## config.mk

```make
export PLATFORM = sky130hd
export DESIGN_NAME = adder_op_sequencer
export DESIGN_NICKNAME = d
export VERILOG_FILES = /design/src/rtl/adder_seq_pkg.sv /design/src/rtl/operand_gen.sv /design/src/rtl/adder_op_sequencer.sv
export SDC_FILE = /design/constraint.sdc
export NUM_CORES = 1
export LEC_CHECK = 0
export BUFFER_PORTS_ARGS = -buffer_cell sky130_fd_sc_hd__buf_2
export CAP_MARGIN = 10
export CORE_MARGIN = 2
export CORE_UTILIZATION = 45
export DETAILED_ROUTE_END_ITERATION = 7
export PLACE_DENSITY = 0.65
export REMOVE_ABC_BUFFERS = 1
export SETUP_SLACK_MARGIN = 0.05
export SYNTH_ARGS = -nofsm -noshare
export SYNTH_HDL_FRONTEND = slang
export SYNTH_SLANG_ARGS = --single-unit
```

## constraint.sdc

```tcl
create_clock -name clk -period 9 [get_ports clk]
set_input_delay 0 -clock clk [delete_from_list [all_inputs] [get_ports clk]]
set_output_delay 0 -clock clk [all_outputs]
set_load 0.02 [all_outputs]
```

## src/rtl/adder_seq_pkg.sv

```systemverilog
// adder_seq_pkg: shared FSM type, default widths and LFSR taps for the adder operand sequencer
package adder_seq_pkg;
    typedef enum logic [2:0] {IDLE, DRIVE, SAMPLE, CHECK, DONE} state_e;
    localparam int DEF_W = 3;
    localparam int DEF_CNT_W = 16;
    localparam logic [7:0] LFSR_TAPS = 8'hB8;
    function automatic logic [7:0] lfsr_next(input logic [7:0] s);
        return {s[6:0], ^(s & LFSR_TAPS)};
    endfunction
endpackage

```

## src/rtl/operand_gen.sv

```systemverilog
// operand_gen: operand pair source; 2W-bit up-counter by default, 8-bit Fibonacci LFSR under OPERAND_LFSR_EN
module operand_gen
    import adder_seq_pkg::*;
#(
    parameter int W = DEF_W,
    parameter logic [7:0] LFSR_SEED = 8'hA5
) (
    input  logic         clk,
    input  logic         rst_n,
    input  logic         adv_i,
    output logic [W-1:0] a_o,
    output logic [W-1:0] b_o
);
`ifdef OPERAND_LFSR_EN
    logic [7:0] lfsr;
    always_ff @(posedge clk or negedge rst_n) begin
        if (!rst_n) lfsr <= LFSR_SEED;
        else if (adv_i) lfsr <= lfsr_next(lfsr);
    end
    assign a_o = lfsr[W-1:0];
    assign b_o = lfsr[2*W-1:W];
`else
    logic [2*W-1:0] cnt;
    always_ff @(posedge clk or negedge rst_n) begin
        if (!rst_n) cnt <= '0;
        else if (adv_i) cnt <= cnt + (2*W)'(1);
    end
    assign {a_o, b_o} = cnt;
`endif
endmodule

```

## src/rtl/adder_op_sequencer.sv

```systemverilog
// adder_op_sequencer: drives operand pairs into an external adder, checks the sums and counts pass/fail.
// Operand source is a counter by default; define OPERAND_LFSR_EN to use the LFSR instead.
module adder_op_sequencer
    import adder_seq_pkg::*;
#(
    parameter int W = DEF_W,
    parameter int CNT_W = DEF_CNT_W,
    parameter logic [7:0] LFSR_SEED = 8'hA5
) (
    input  logic             clk,
    input  logic             rst_n,
    input  logic             start_i,
    input  logic [CNT_W-1:0] num_ops_i,
    output logic [W-1:0]     a_o,
    output logic [W-1:0]     b_o,
    input  logic [W:0]       y_i,
    output logic             busy_o,
    output logic             done_o,
    output logic             mismatch_o,
    output logic [CNT_W-1:0] pass_cnt_o,
    output logic [CNT_W-1:0] err_cnt_o
);
    state_e state, state_nxt;
    logic [CNT_W-1:0] n_lat, op_cnt;
    logic [W:0] y_cap;
    logic [W-1:0] gen_a, gen_b;
    logic accept, last, load, match;
    assign accept = state == IDLE && start_i && num_ops_i != '0;
    assign last = op_cnt == n_lat - CNT_W'(1);
    assign match = y_cap == {1'b0, a_o} + {1'b0, b_o};
    // every load consumes a pair, so the generator always points at the next unused one
    assign load = accept || (state == CHECK && !last);
    operand_gen #(.W(W), .LFSR_SEED(LFSR_SEED)) u_gen (
        .clk   (clk),
        .rst_n (rst_n),
        .adv_i (load),
        .a_o   (gen_a),
        .b_o   (gen_b)
    );
    always_ff @(posedge clk or negedge rst_n) begin
        if (!rst_n) state <= IDLE;
        else state <= state_nxt;
    end
    always_comb begin
        state_nxt = IDLE;
        case (state)
            IDLE:    state_nxt = accept ? DRIVE : IDLE;
            DRIVE:   state_nxt = SAMPLE;
            SAMPLE:  state_nxt = CHECK;
            CHECK:   state_nxt = last ? DONE : DRIVE;
            default: state_nxt = IDLE;
        endcase
    end
    always_comb begin
        busy_o = state != IDLE;
        done_o = state == DONE;
        mismatch_o = state == CHECK && !match;
    end
    always_ff @(posedge clk or negedge rst_n) begin
        if (!rst_n) begin
            a_o <= '0;
            b_o <= '0;
            n_lat <= '0;
            op_cnt <= '0;
            y_cap <= '0;
            pass_cnt_o <= '0;
            err_cnt_o <= '0;
        end else begin
            if (load) begin
                a_o <= gen_a;
                b_o <= gen_b;
            end
            if (accept) begin
                n_lat <= num_ops_i;
                op_cnt <= '0;
                pass_cnt_o <= '0;
                err_cnt_o <= '0;
            end
            if (state == SAMPLE) y_cap <= y_i;
            if (state == CHECK) begin
                if (match) pass_cnt_o <= pass_cnt_o + CNT_W'(pass_cnt_o != '1);
                else err_cnt_o <= err_cnt_o + CNT_W'(err_cnt_o != '1);
                if (!last) op_cnt <= op_cnt + CNT_W'(1);
            end
        end
    end
endmodule
```

==> run metrics, run 1 <==
outcome finished clean; via count between 3000 and 4000; largest cells by area after synthesis dfrtp_1 (46%), mux2_2 (5.7%), nand3_1 (4.2%), xnor2_1 (3.9%), nand2_1 (3.7%); endpoints failing hold 0; CTS HTree Levels 3; setup violators final 0; commonest non-fill, non-tap cells in the layout dfrtp_1 (83), buf_2 (62), nand2_1 (45); initial antenna violation count 0; cell accounting for the most synthesized area dfrtp_1; clk_lat worst skew ~0.36 ns; Worst path max stage delay 0.59 ns; Final Cycle Share 0.420; Fin Clk Skew 0.0117 ns; clock transition at the registers of the reported paths around 0.090 ns; area of the die ~11000 um2; top cell type's share of synthesized area 0.461; GRT overflow 0; layout cell share with drive strength beyond 1 0.199; share of flip-flops with an asynchronous set or reset 1.00; PnR worst setup slack 5.22 ns; Core Area slightly below 10000 um2; Initial DRC Count 175; Worst Tran Pin Value ~1.1 ns; sequential area share after synthesis 0.461; # diodes 0; CP arrival 4.02 ns; total power between 0.8 and 0.9 mW; Final Hold Slack 0.371 ns; fin crit period 3.78 ns; post-CTS setup buffers 0; Final TNS setup 0 ns; Antenna Violating Nets Remaining 0; die span in y 104 um; RR Endpoint b_o[0]; Critical Path Start Type register; Max Fclk 265 MHz; nets 567; row count 36; global-route wire length before repair 16900 um; Yosys reg bits just over 80; Crit Path Max Fanout 37; routed len/inst 15.1 um; Ports 64; # port buffers between 60 and 70; DRT Wirelength approximately 10000 um; post-place setup slack 5.22 ns; Initial Utilization 0.463; Crit Path Class register to register; GPL Wtd Cong 0.771; GRT Total Usage 0.194; CTS tree yes; Worst Setup End Kind register; most frequent CP cell or3_1; commonest non-fill, non-tap cell in the layout dfrtp_1; Die Wd 104 um; Critical Path Slowest Stage Cell and2_1; pwr dens 165 nW/um2; synth warn 0; post-synthesis cell area 4510 um2; number of flops mapped to enable cells by yosys 0; Reg2Reg Depth 9; Num CTS Buffers 9; syn_area_per_cell 9.91 um2; clock sink count 83; worst r2r src n_lat[3]; relative slew slack 0.295; leakage power 2.48 nW; Hold Path Class input port to async pin; synth-to-layout area growth 18.8%; post-synthesis cell count 455; RSZ-0062 raised after global routing no; worst path cell trace or3_1 -> or3_1 -> or3_1 -> a21o_1 -> a32o_1 -> o31ai_4 -> buf_4 -> and2_1 -> mux2_2; root buffer selected by CTS clkbuf_8; worst path required time 9.24 ns; dpl hpwl a little under 7000 um; Vias/cell 5.43; largest net degree at the start of global routing 84; cts hold-fix bufs 22; Clock Path Buffers 2; DRT Pass-1 Iters 4; vias in the first global route ~3500; post_cts resized 0; Slew Limit Fails 0; total of max-cap violations 0; setup slack, reg-to-reg 5.22 ns; detailed-route DRC error count 0; Worst VDD drop 152 uV; Synth Flop Type dfrtp_1; Yosys cell types between 50 and 60
[critical path, delay by kind of cell (launching register included)]
family | cells | cell delay [ns]
AO/OA/AOI/OAI | 3 | 0.66
buffers and inverters | 1 | 0.35
flip-flops | 1 | 0.47
multiplexers | 1 | 0.40
AND/OR/NAND/NOR | 4 | 1.78
[sequential cells by signal, summed over array words and instances, names as in the netlist]
name and flops:
a_o 3, b_o 3, err_cnt_o 16, n_lat 16, op_cnt 16, pass_cnt_o 16, state 3, u_gen.cnt 6
y_cap 4
[kinds of logic after synthesis]
logic type      Yosys count  share of synthesized area
flops                    83                      0.461
simple gates            193                      0.224
mux                      33                     0.0802
xor+xnor                 34                     0.0661
compound gates           73                      0.109
buf+inv                  28                     0.0278
fa+ha+maj                11                     0.0322
[cells in the mapped netlist (2+ instances only)]
cell,number
a211o_1,9
and2_1,8
a21oi_1,8
a32o_1,2
nor4_1,7
buf_4,3
a21boi_0,3
and4_1,5
nor3_1,12
a21o_1,3
dfrtp_1,83
nand2_1,45
o2bb2ai_1,2
xnor2_1,20
mux2_2,23
o31ai_1,2
clkbuf_1,14
mux2_1,2
nand2b_1,2
o21a_1,2
o211ai_1,2
or3_1,7
mux2i_1,8
nand3_1,38
nand3b_1,2
and3_1,16
nor3b_1,10
nor2b_1,3
xor2_1,14
nor2_1,22
inv_1,8
ha_1,10
o21ai_0,30
nand4_1,13
[power by group]
group / internal [mW] / total, mW / switching, mW
clock: 0.157 / 0.299 / 0.142
combinational: 0.0589 / 0.146 / 0.0870
sequential: 0.402 / 0.437 / 0.0351
total: 0.618 / 0.882 / 0.265
[cell type report]
cell class	instances	area, um2
fill	919	4380
multi-input combinational	344	2310
sequential	83	2080
timing repair buffer	87	553
tap	133	166
clock buffer	10	128
clock inverter	6	88.8
inverter	8	30.0
[layer usage]
| layer | part of all wire | global-route usage | vias to the layer above |
|---|---|---|---|
| li1 | - | - | 1799 |
| met3 | 0.042 | 0.0401 | 14 |
| met5 | 0 | 0 | - |
| met2 | 0.47 | 0.312 | 71 |
| met1 | 0.47 | 0.262 | 1758 |
| met4 | 0.016 | 0.0685 | 0 |
[worst max path at each step]
stage / cells past startpoint / start / to / slack, ns
floorplan: 8 / n_lat[3] / b_o[0] / 5.23
global placement: 9 / n_lat[3] / b_o[0] / 5.30
detailed placement: 9 / n_lat[3] / b_o[0] / 5.22
CTS: 9 / n_lat[3] / b_o[0] / 5.21
global route: 9 / n_lat[3] / b_o[0] / 5.01
finish: 9 / n_lat[3] / b_o[0] / 5.22
[stage by stage]
step,cell area [um2],utilization,cells
after detailed placement,4920,0.505,633
after floorplan,4410,-,435
after CTS,5350,0.550,671
after global routing,5350,0.550,671
final,5350,0.550,671
after global placement,4920,0.505,633
No activity file was read; power rests on OpenSTA's default activity.
==> run 2, diff against run 1 <==
--- a/config.mk
+++ b/config.mk
@@ -5,12 +5,13 @@
 export SDC_FILE = /design/constraint.sdc
 export NUM_CORES = 1
 export LEC_CHECK = 0
+export ABC_AREA = 1
 export BUFFER_PORTS_ARGS = -buffer_cell sky130_fd_sc_hd__buf_2
 export CAP_MARGIN = 10
 export CORE_MARGIN = 2
 export CORE_UTILIZATION = 45
 export DETAILED_ROUTE_END_ITERATION = 7
-export PLACE_DENSITY = 0.65
+export PLACE_DENSITY = 0.67
 export REMOVE_ABC_BUFFERS = 1
 export SETUP_SLACK_MARGIN = 0.05
 export SYNTH_ARGS = -nofsm -noshare
==> constraint.sdc (replaced) <==
create_clock -name clk -period 3.2 [get_ports clk]
set_input_delay 0 -clock clk [delete_from_list [all_inputs] [get_ports clk]]
set_output_delay 0 -clock clk [all_outputs]
set_load 0.02 [all_outputs]
==> run 2 against run 1 <==
Against the previous run:
- non-clock buffer count increased by 4
- critical path type is now register to output pin
- die area increased by 13%
- sequential share of layout area decreased by 4.4 points
- first-iteration DRC count increased by 37%
- total power increased to 5.1 times the previous value
- flip-flop and latch count unchanged
- clock-buffer cell count increased by 1
==> run metrics, run 2 <==
Synth Flop Type dfrtp_1; Crit Path Class register to output pin; leakage power 2.98 nW; most frequent CP cell inv_1; endpoints failing hold 0; routed len/inst about 13 um; clk_lat worst skew 0.34 ns; worst path cell trace ha_1 -> inv_1 -> fa_1 -> or2_2 -> nand4_1 -> nor2_1 -> nand3_2 -> nand2_1 -> inv_1 -> buf_2; dpl cell area ~5500 um2; syn_area_per_cell around 7.5 um2; RSZ-0062 raised after global routing no; synth warn 0; fin crit period 2.83 ns; post-synthesis cell count 680; area of the die 12200 um2; most frequent cells after synthesis nand2_1 (181), nand3_1 (87), dfrtp_1 (83); Final TNS setup 0 ns; worst path required time around 3.2 ns; post-CTS setup buffers 0; Slew Limit Fails 0; Crit Path Max Fanout 14; synth-to-layout area growth 18.4%; outcome finished clean; Worst Tran Pin Value 0.827 ns; Initial Utilization 0.466; Max Fclk ~350 MHz; Hold Path Class input port to register; clock sink count 83; Antenna Violating Nets Remaining 0; GRT overflow 0; DRT Wirelength 12200 um; commonest non-fill, non-tap cells in the layout nand2_1 (181), nand3_1 (87), dfrtp_1 (83); CTS tree yes; number of flops mapped to enable cells by yosys 0; Final Cycle Share 0.885; PnR worst setup slack between 0.3 and 0.4 ns; Num CTS Buffers 9; Buf/Inv on CP 3; DRT Pass-1 Iters 5; total of max-cap violations 0; Ports 64; Top Family by Delay on Critical Path simple AND/OR/NAND/NOR gates; post-synthesis cell area between 5000 and 6000 um2; Core Area between 10000 and 15000 um2; Vias/cell 5.19; pwr dens 740 nW/um2; post_cts resized 0; # diodes 0; Final Hold Slack 0.0635 ns; GPL Wtd Cong 0.866; global-route wire length before repair 21400 um; setup violators final 0; most numerous cell in the Yosys netlist nand2_1; Critical Path Slowest Stage Cell fa_1; Worst VDD drop 342 uV; cell accounting for the most synthesized area dfrtp_1; Initial DRC Count 239; commonest non-fill, non-tap cell in the layout nand2_1; relative slew slack 0.449; sequential area share after synthesis 0.408; detailed-route DRC error count 0; top cell type's share of synthesized area 0.408; CTS HTree Levels 3; via count 4701; post-place setup slack 0.493 ns; largest cells by area after synthesis dfrtp_1 (41%), nand2_1 (13%), nand3_1 (8.5%), inv_1 (5.2%), nor2_1 (4.4%); # port buffers 63; nets 795; Yosys reg bits a little over 80; row count 38; initial antenna violation count 0; CP arrival 2.83 ns; Worst path max stage delay between 0.4 and 0.5 ns; layout cell share with drive strength beyond 1 0.156; vias in the first global route approximately 4600; Clock Path Buffers 2; dpl hpwl 8510 um; die span in y 110 um; share of flip-flops with an asynchronous set or reset 1.00; Design Area, Final 6040 um2; Die Wd 110 um; largest net degree at the start of global routing 64; Critical Path Start Type register; Fin Clk Skew between 0.006 and 0.007 ns; Yosys cell types 42; clock transition at the registers of the reported paths 0.06 ns; Worst Setup End Kind output pin; root buffer selected by CTS clkbuf_16; GRT Total Usage 0.208
[run 2: worst min-delay path, stage by stage]
cell and delay, ns:
buf_2 0.11, inv_1 0.04, nor2_1 0.07, nand2_1 0.06, o21ai_0 0.07
[run 2: worst paths after layout]
kind | startpoint | end | slack (ns) | cells past startpoint
max | a_o[0] | mismatch_o | 0.37 | 10
min reg2reg | n_lat[15] | n_lat[15] | 0.51 | 2
max in group asynchronous | rst_n | n_lat[11] | 2.12 | 3
min | start_i | n_lat[4] | 0.06 | 5
min in group asynchronous | rst_n | u_gen.cnt[3] | 0.29 | 2
max reg2reg | a_o[0] | err_cnt_o[14] | 0.48 | 12
[run 2: per-stage QoR]
stage	util	cells	total power [mW]
2_1_floorplan	-	659	2.88
3_3_place_gp	0.506	869	3.36
3_5_place_dp	0.506	869	3.41
4_1_cts	0.552	905	4.50
5_1_grt	0.552	905	4.83
6_report	0.552	905	4.47
[run 2: cells by family after synthesis]
group,Yosys count,synth area share
AO/OA/AOI/OAI,61,0.0656
XOR/XNOR,33,0.0567
adder cells (fa/ha/maj),11,0.0285
buffers and inverters,95,0.0773
flip-flops,83,0.408
multiplexers,5,0.0103
AND/OR/NAND/NOR,392,0.354
[run 2: cell type report]
cell class	count	area, um2
tap	140	175
timing repair buffer	91	581
fill	1058	4900
clock inverter	4	51.3
multi-input combinational	502	2630
clock buffer	11	243
sequential	83	2080
inverter	74	278
[run 2: per-layer routing]
layer	GRT usage	vias to the layer above	routed length [um]
met1	0.268	2180	5490
met5	0	-	0
met4	0.0617	0	208
met3	0.0488	22	737
li1	-	2367	-
met2	0.349	132	5720
[run 2: power by group]
part,switching [mW],total [mW],internal [mW]
combinational,1.19,1.84,0.651
clock,0.414,1.04,0.622
sequential,0.292,1.59,1.30
total,1.89,4.47,2.57
[run 2: repair_timing]
| action | in CTS | in global routing |
|---|---|---|
| setup endpoints to repair | 0 | 0 |
| hold endpoints to repair | 82 | 0 |
| hold buffers | 21 | 0 |
==> run 3, diff against run 2 <==
--- a/config.mk
+++ b/config.mk
@@ -9,9 +9,9 @@
 export BUFFER_PORTS_ARGS = -buffer_cell sky130_fd_sc_hd__buf_2
 export CAP_MARGIN = 10
 export CORE_MARGIN = 2
-export CORE_UTILIZATION = 45
+export CORE_UTILIZATION = 53
 export DETAILED_ROUTE_END_ITERATION = 7
-export PLACE_DENSITY = 0.67
+export PLACE_DENSITY = 0.77
 export REMOVE_ABC_BUFFERS = 1
 export SETUP_SLACK_MARGIN = 0.05
 export SYNTH_ARGS = -nofsm -noshare
==> run 3 against run 2 <==
Against the previous run:
- worst setup slack got worse by 0.046 ns
- maximum frequency shrank 1.6%
- global-route usage increased by 3.5 points
- critical path depth stayed put
- clock skew increased by 0.0049 ns
- first-iteration DRC count is 10% lower
- sequential power about the same
- sequential share of layout area increased by 0.64 points
- routed wire length is 4.0% lower
- non-clock buffer count grew 1
- clock-buffer cell count decreased by 2
- flip-flop and latch count stayed put
- critical path type unchanged
- largest cell class unchanged
- highest routed layer unchanged
==> run metrics, run 3 (same netlist as run 2, synthesis figures left out) <==
commonest non-fill, non-tap cells in the layout nand2_1 (181), nand3_1 (87), dfrtp_1 (83); GRT overflow 0; Inst Count DP between 800 and 900; Worst Tran Pin Value 0.967 ns; pwr dens roughly 700 nW/um2; die span in y 102 um; relative slew slack 0.355; # diodes 0; via count ~4800; Slew Limit Fails 0; Min-Delay Startpoint start_i; outcome finished clean; row count 35; clock transition at the registers of the reported paths 0.09 ns; initial antenna violation count 0; Fin Clk Skew between 0.01 and 0.015 ns; Crit Path Class register to output pin; worst r2r src a_o[0]; RR Endpoint err_cnt_o[2]; area of the die between 10000 and 15000 um2; clock sink count 83; Worst VDD drop 287 uV; dpl hpwl 8290 um; clk_lat worst skew about 0.37 ns; CP arrival 2.88 ns; synth-to-layout area growth 16.3%; worst path required time between 3 and 4 ns; root buffer selected by CTS clkbuf_8; Worst Setup End Kind output pin; global-route wire length before repair just over 20000 um; commonest non-fill, non-tap cell in the layout nand2_1; Final Cycle Share 0.899; Num CTS Buffers 9; Crit Path Max Fanout 14; Initial DRC Count 214; CTS HTree Levels 3; Layout Cells excl Fill 896; largest net degree at the start of global routing 78; Max Fclk 348 MHz; worst hold path depth 5; setup slack, reg-to-reg 0.46 ns; vias in the first global route 4600; leakage power 2.95 nW; Clock Path Buffers 2; routed len/inst 13.0 um; fin crit period 2.88 ns; nets between 700 and 800; DRT Pass-1 Iters 5; Core Area 9280 um2; GRT Total Usage 0.243; endpoints failing hold 0; Reg2Reg Depth 12; Antenna Violating Nets Remaining 0; Final TNS setup 0 ns; Die Wd 102 um; detailed-route DRC error count 0; # port buffers 63; CTS tree yes; total power around 4.2 mW; Vias/cell 5.36; hold path endpoint n_lat[4]; Ports 64; post_cts resized 0; Hold Path Class input port to register; setup violators final 0; layout cell share with drive strength beyond 1 0.159; Initial Utilization 0.549; GPL Wtd Cong 0.848; DRT Wirelength 11700 um; RSZ-0062 raised after global routing no; Critical Path Start Type register; total of max-cap violations 0
-- run 3: cell count changes in the layout (fill, tap and decap cells not counted), sizes merged --
cell      delta
bufinv       -1
inv          +5
buf          +1
clkinvlp     -1
clkbuf       -2
-- run 3: how the worst max path moves through the flow --
| stage | startpoint | end | cells after the start |
|---|---|---|---|
| after floorplan | state[0] | pass_cnt_o[5] | 9 |
| after global placement | a_o[0] | err_cnt_o[10] | 12 |
| after detailed placement | a_o[0] | err_cnt_o[2] | 12 |
| after CTS | a_o[0] | mismatch_o | 10 |
| after global routing | a_o[0] | mismatch_o | 10 |
| final | a_o[0] | mismatch_o | 10 |
-- run 3: area by class of cell --
class | count | area (um2)
clock buffers | 9 | 124
clock inverters | 7 | 66.3
fillers | 841 | 3360
inverters | 74 | 278
multi-input cells | 502 | 2630
flip-flops and latches | 83 | 2080
well taps | 129 | 161
repair buffers | 92 | 588
-- run 3: power by group --
part           switching [mW]  total, mW  internal, mW
logic                    1.18       1.83         0.650
registers               0.290       1.59          1.30
clock network           0.436      0.739         0.304
total                    1.91       4.16          2.25
-- run 3: per-layer routing --
| metal | wire length [um] | part of all wire | GRT usage |
|---|---|---|---|
| met5 | 0 | 0 | 0 |
| met2 | 5640 | 0.48 | 0.407 |
| met3 | 663 | 0.057 | 0.0602 |
| met4 | 133 | 0.011 | 0.0687 |
| met1 | 5230 | 0.45 | 0.314 |
-- run 3: repair_timing --
| action | in CTS | in global routing |
|---|---|---|
| endpoints found under the setup margin | 0 | 0 |
| setup buffers | 0 | 0 |
| hold endpoints to repair | 96 | 0 |
| hold buffers | 21 | 0 |
-- run 3: worst max-delay path, stage by stage, from the launching register on --
cell     delay (ns)
dfrtp_1        0.41
ha_1           0.22
inv_1          0.07
fa_1           0.42
or2_2          0.28
nand4_1        0.09
nor2_1         0.06
nand3_2        0.17
nand2_1        0.19
inv_1          0.36
buf_2          0.24
-- run 3: per-stage QoR --
| step | setup slack (ns) | utilization | cell area, um2 | hold WS (ns) |
|---|---|---|---|---|
| after detailed placement | 0.487 | 0.595 | 5530 | 0.224 |
| after CTS | 0.323 | 0.638 | 5930 | 0.0412 |
| after global placement | 0.568 | 0.595 | 5530 | 0.222 |
| final | 0.323 | 0.638 | 5930 | 0.0387 |
| after floorplan | 0.452 | - | 4980 | -0.296 |
| after global routing | 0.128 | 0.638 | 5930 | 0.0652 |
